===== config.mk =====
export PLATFORM = sky130hd
export DESIGN_NAME = uart_tx_queue
export DESIGN_NICKNAME = d
export VERILOG_FILES = /design/src/rtl/uart_tx_queue.sv
export SDC_FILE = /design/constraint.sdc
export NUM_CORES = 1
export LEC_CHECK = 0
export BUFFER_PORTS_ARGS = -buffer_cell sky130_fd_sc_hd__buf_2
export CAP_MARGIN = 10
export CORE_MARGIN = 3
export CORE_UTILIZATION = 54
export DETAILED_ROUTE_END_ITERATION = 10
export PLACE_DENSITY = 0.84
export SLEW_MARGIN = 0
export SYNTH_ARGS = -nofsm -noshare
export SYNTH_HDL_FRONTEND = slang
export SYNTH_SLANG_ARGS = --single-unit

===== constraint.sdc =====
create_clock -name clk -period 3 [get_ports clk]
set_clock_uncertainty 0.05 [all_clocks]
set_input_delay 0.6 -clock clk [delete_from_list [all_inputs] [get_ports clk]]
set_output_delay 0.6 -clock clk [all_outputs]
set_load 0.01 [all_outputs]

===== src/rtl/uart_tx_queue.sv =====
// Circular byte queue draining into an 8N1 UART serializer (LSB first).
// Define UART_TX_PARITY_EN for an even-parity bit (8E1 frames).
module uart_tx_queue #(
  parameter int CLKS_PER_BIT = 10416,
  parameter int DEPTH        = 4
) (
  input  logic                     clk,
  input  logic                     clr_n,
  input  logic                     wr_en,
  input  logic [7:0]               wr_data,
  output logic                     full,
  output logic                     empty,
  output logic [$clog2(DEPTH):0]   count,
  output logic                     busy,
  output logic                     tx
);

  localparam int AW = $clog2(DEPTH);
  localparam int CW = $clog2(CLKS_PER_BIT);
  localparam logic [CW-1:0] BAUD_LAST = CW'(CLKS_PER_BIT - 1);
  localparam logic [AW:0]   CNT_FULL  = (AW+1)'(DEPTH);

`ifdef UART_TX_PARITY_EN
  typedef enum logic [2:0] {
    S_IDLE, S_START, S_DATA, S_PARITY, S_STOP
  } state_e;
`else
  typedef enum logic [2:0] {
    S_IDLE, S_START, S_DATA, S_STOP
  } state_e;
`endif

  state_e        state_q;
  logic [CW-1:0] baud_q;
  logic [2:0]    bit_q;
  logic [7:0]    shift_q;
  logic          tx_q;
  logic          busy_q;
`ifdef UART_TX_PARITY_EN
  logic          par_q;
`endif

  logic [7:0]    mem [DEPTH];
  logic [AW-1:0] rd_q, wr_q;
  logic [AW:0]   count_q, count_d;
  logic          full_q, empty_q;

  logic          bit_end;
  logic          push;
  logic          pop;
  logic [7:0]    head;

  always_comb begin
    bit_end = (baud_q == BAUD_LAST);
    push    = wr_en && !full_q;
    pop     = !empty_q &&
              ((state_q == S_IDLE) ||
               ((state_q == S_STOP) && bit_end));
    head    = mem[rd_q];
    count_d = count_q + (AW+1)'(push) - (AW+1)'(pop);
  end

  always_ff @(posedge clk) begin
    if (push) mem[wr_q] <= wr_data;
  end

  // Accept uses registered full only: a pop on the same edge never frees room.
  always_ff @(posedge clk or negedge clr_n) begin
    if (!clr_n) begin
      rd_q    <= '0;
      wr_q    <= '0;
      count_q <= '0;
      full_q  <= 1'b0;
      empty_q <= 1'b1;
    end else begin
      if (push) wr_q <= wr_q + AW'(1);
      if (pop)  rd_q <= rd_q + AW'(1);
      count_q <= count_d;
      full_q  <= (count_d == CNT_FULL);
      empty_q <= (count_d == '0);
    end
  end

  always_ff @(posedge clk or negedge clr_n) begin
    if (!clr_n) begin
      state_q <= S_IDLE;
      baud_q  <= '0;
      bit_q   <= '0;
      shift_q <= '0;
      tx_q    <= 1'b1;
      busy_q  <= 1'b0;
`ifdef UART_TX_PARITY_EN
      par_q   <= 1'b0;
`endif
    end else begin
      unique case (state_q)
        S_IDLE: begin
          tx_q   <= 1'b1;
          baud_q <= '0;
          if (pop) begin
            shift_q <= head;
`ifdef UART_TX_PARITY_EN
            par_q   <= ^head;
`endif
            bit_q   <= '0;
            tx_q    <= 1'b0;
            busy_q  <= 1'b1;
            state_q <= S_START;
          end
        end
        S_START: begin
          if (bit_end) begin
            baud_q  <= '0;
            tx_q    <= shift_q[0];
            state_q <= S_DATA;
          end else begin
            baud_q <= baud_q + CW'(1);
          end
        end
        S_DATA: begin
          if (bit_end) begin
            baud_q  <= '0;
            shift_q <= shift_q >> 1;
            if (bit_q == 3'd7) begin
`ifdef UART_TX_PARITY_EN
              tx_q    <= par_q;
              state_q <= S_PARITY;
`else
              tx_q    <= 1'b1;
              state_q <= S_STOP;
`endif
            end else begin
              bit_q <= bit_q + 3'd1;
              tx_q  <= shift_q[1];
            end
          end else begin
            baud_q <= baud_q + CW'(1);
          end
        end
`ifdef UART_TX_PARITY_EN
        S_PARITY: begin
          if (bit_end) begin
            baud_q  <= '0;
            tx_q    <= 1'b1;
            state_q <= S_STOP;
          end else begin
            baud_q <= baud_q + CW'(1);
          end
        end
`endif
        S_STOP: begin
          if (bit_end) begin
            baud_q <= '0;
            // Chain straight into the next start bit when bytes are waiting.
            if (pop) begin
              shift_q <= head;
`ifdef UART_TX_PARITY_EN
              par_q   <= ^head;
`endif
              bit_q   <= '0;
              tx_q    <= 1'b0;
              state_q <= S_START;
            end else begin
              tx_q    <= 1'b1;
              busy_q  <= 1'b0;
              state_q <= S_IDLE;
            end
          end else begin
            baud_q <= baud_q + CW'(1);
          end
        end
        default: begin
          baud_q  <= '0;
          tx_q    <= 1'b1;
          busy_q  <= 1'b0;
          state_q <= S_IDLE;
        end
      endcase
    end
  end

  assign full  = full_q;
  assign empty = empty_q;
  assign count = count_q;
  assign busy  = busy_q;
  assign tx    = tx_q;

endmodule


==> qor.yml <==
route:
  remaining_drc_errors: 0
  route.final.wire_length_um: 5860
  drt.antenna.violating_nets: 0
  drt_pass1_iterations: 4
  detail_route.iter0.violations: 175
  via_count_of_the_routed_design: 2071
  detail_route.wl_per_cell_um: 16.4
  vias_per_cell: 5.78
placed_design:
  dp_hpwl_um: 3970
  placement.cell_area_sq_um: 3440
  globalplace.congestion: 0.902
  portBuffers: 17
synthesis:
  yosys_warnings: 0
  synth-async-reset-ratio: 0.543
  synth_top_cell_area_share: 0.291
  netlist-cell-type-count: 50
  syn_area_per_cell_sq_um: 12.8
  syn-instance-count: 258
  synth.net_count: 283
  ys_seq_elements: 70
  yosys-top-cells-area: "sky130_fd_sc_hd__edfxtp_1, sky130_fd_sc_hd__dfrtp_1, sky130_fd_sc_hd__mux4_2"
  synth_seq_area_share: 0.580
  postSynth.topFlopCell: "sky130_fd_sc_hd__dfrtp_1"
  syn_area_sq_um: 3300
  synth_area_leader_cell: "sky130_fd_sc_hd__edfxtp_1"
  edff_count_synth: 32
timing:
  setup_violations: 0
  period_share: 0.948
  hold_viol: 0
  post-route-min-period_ns: 2.84
  worst-slew-pin-transition_ns: 0.855
  drv_slew: 0
  timing.max_slew.rel_slack: 0.430
  achievable-frequency_mhz: 352
run_status:
  outcome: "finished, final reports clean"
cts:
  cts_tree: "yes"
  cts.root.buffer_cell: "sky130_fd_sc_hd__clkbuf_8"
  clkSinkCount: 70
  cts.path.max_buffers: 2
  cts.clk_slew.worst_paths_ns: 0.08
  cts_htree_levels: 3
  insertion_delay_ns: 0.35
  cts-buffers-inserted: 9
final_layout:
  final_common_cell: "sky130_fd_sc_hd__dfrtp_1"
  ratio_of_cells_with_drive_above_1_in_the_final_layout: 0.227
  flow.area_growth_from_synthesis_pct: 10.6
  final_standard_cell_area_without_fillers_sq_um: 3650
  fillCellCount: 408
  finish.net_count: 306
  n_antenna_cell: 0
  highest_count_cells_in_the_layout_ignoring_fill_and_taps: "sky130_fd_sc_hd__dfrtp_1, sky130_fd_sc_hd__edfxtp_1, sky130_fd_sc_hd__nand2_1"
pwr:
  power.ir.vdd_worst_mv: 0.536
  post-layout-total-power_mw: 3.50
  power.density_nw_per_um2: 957
  static-leakage-power_nw: 1.52
global_route:
  first_global_vias: 2079
  grt_pass1_wl_um: 10100
  maximum_number_of_pins_on_one_net_before_global_route_repair: 39
  groute.usage.overall: 0.182
  initial_antenna_violation_count: 0
  grt_overflow_total: 0
critical_path:
  worst_path_largest_cell_delay_ns: 0.40
  timing.setup.critical_path_class: "reg2reg"
  slowest_stage: "sky130_fd_sc_hd__dfrtp_1"
  critPathLaunchType: "register"
  cp.required_ns: 3.22
  critPathArrivalTime_ns: 3.06
  crit_chain: "ha_2 > and4_1 > and4_4 > a21oi_2 > nor2_1 > ha_1 > inv_1 > ha_1 > inv_1 > fa_1 > xnor2_1 > xnor2_1 > nor3b_2"
  end_kind: "register"
  crit_path_max_fanout: 5
floorplan:
  dieWidth_um: 84.2
  initial_utilization: 0.578
  boundaryPins: 18
  row_count: 27
  core_area_sq_um: 5710
  fp.dieArea_sq_um: 7090
  die_height_um: 84.2
min_path:
  hold_crit_class: "in2async"
run:
  maxCapViolations: 0
==> metrics by stage <==
step                hold WS (ns)   util  TNS [ns]  cells  setup WS (ns)
floorplan                  0.254      -         0    258          0.166
global placement           0.416  0.602         0    340          0.199
detailed placement         0.435  0.602         0    340         0.0895
CTS                        0.329  0.635         0    356         0.0238
global route               0.356  0.639    -0.152    358         -0.106
finish                     0.308  0.639         0    358          0.155
==> per-layer routing <==
| layer | part of all wire | GRT usage |
|---|---|---|
| met3 | 0.048 | 0.0422 |
| met4 | 0.017 | 0.0848 |
| met5 | 0 | 0 |
| met1 | 0.46 | 0.253 |
| met2 | 0.48 | 0.273 |
==> layout make-up <==
cell class / instances / area (sq um) / share of cell area
Sequential cell: 70 / 1910 / 0.524
Multi-Input combinational cell: 159 / 1270 / 0.347
Clock buffer: 9 / 124 / 0.0339
Timing Repair Buffer: 22 / 123 / 0.0336
Tap cell: 72 / 90.1 / 0.0247
Inverter: 19 / 71.3 / 0.0195
Clock inverter: 7 / 61.3 / 0.0168
==> synth_stat cells (2+ instances only) <==
| cell type | count |
|---|---|
| sky130_fd_sc_hd__a21oi_1 | 6 |
| sky130_fd_sc_hd__and2_1 | 4 |
| sky130_fd_sc_hd__and3_1 | 2 |
| sky130_fd_sc_hd__and4_1 | 2 |
| sky130_fd_sc_hd__buf_6 | 3 |
| sky130_fd_sc_hd__clkbuf_1 | 6 |
| sky130_fd_sc_hd__dfrtp_1 | 36 |
| sky130_fd_sc_hd__dfstp_2 | 2 |
| sky130_fd_sc_hd__edfxtp_1 | 32 |
| sky130_fd_sc_hd__ha_1 | 13 |
| sky130_fd_sc_hd__inv_1 | 19 |
| sky130_fd_sc_hd__mux2_4 | 7 |
| sky130_fd_sc_hd__mux2i_1 | 2 |
| sky130_fd_sc_hd__mux4_2 | 8 |
| sky130_fd_sc_hd__nand2_1 | 28 |
| sky130_fd_sc_hd__nand3_1 | 3 |
| sky130_fd_sc_hd__nand4_1 | 6 |
| sky130_fd_sc_hd__nor2_1 | 19 |
| sky130_fd_sc_hd__nor2b_1 | 3 |
| sky130_fd_sc_hd__nor3_1 | 4 |
| sky130_fd_sc_hd__nor4_1 | 2 |
| sky130_fd_sc_hd__o211ai_1 | 2 |
| sky130_fd_sc_hd__o21ai_0 | 9 |
| sky130_fd_sc_hd__o21ai_1 | 2 |
| sky130_fd_sc_hd__o311ai_0 | 2 |
| sky130_fd_sc_hd__xnor2_1 | 9 |
| sky130_fd_sc_hd__xor2_1 | 4 |
==> state kept, by name (all words and copies together) (netlist names) <==
signal,count
count,3
empty,1
full,1
shift_q,8
baud_q,14
busy,1
bit_q,3
state_q,2
mem,32
wr_q,2
tx,1
rd_q,2
==> worst max-delay path: cells and delay by family, from the launching register on <==
family	cells	cell delay, ns
buf+inv	2	0.11
simple gates	4	0.77
fa+ha+maj	4	0.96
flops	1	0.40
compound gates	1	0.07
xor+xnor	2	0.43
==> worst paths after layout <==
path / from / to / slack (ns) / depth (start not counted)
max: baud_q[0] / full / 0.16 / 13
min: clr_n / baud_q[13] / 0.31 / 1
max reg2reg: baud_q[0] / full / 0.16 / 13
min reg2reg: shift_q[6] / shift_q[6] / 0.47 / 1
max in group asynchronous: clr_n / state_q[0] / 2.05 / 1
min in group clk: wr_data[7] / mem[2][7] / 0.41 / 1
==> cells by family (layout without fill, tap and decap cells) <==
kind of cell | after synthesis | in the layout | share of synthesized area
and+or+nand+nor | 83 | 83 | 0.133
DFF | 70 | 70 | 0.580
AOI/OAI and AO/OA | 32 | 32 | 0.0652
buffers and inverters | 29 | 57 | 0.0402
muxes | 17 | 17 | 0.0925
adders and majority gates | 14 | 14 | 0.0553
xor gates and xnor gates | 13 | 13 | 0.0345
==> power breakdown <==
group	switching (mW)	internal (mW)	leakage, nW
sequential	0.198	1.27	0.775
clock	0.391	0.315	0.0888
combinational	0.684	0.635	0.660
==> repair_timing <==
item | in CTS | in global routing
endpoints found under the setup margin | 0 | 2
hold buffers | 0 | 0
buffers inserted | 0 | 2
gates resized for setup | 0 | 4
endpoints found under the hold margin | 0 | 0
Note: power is estimated with default switching activity, not from simulation.
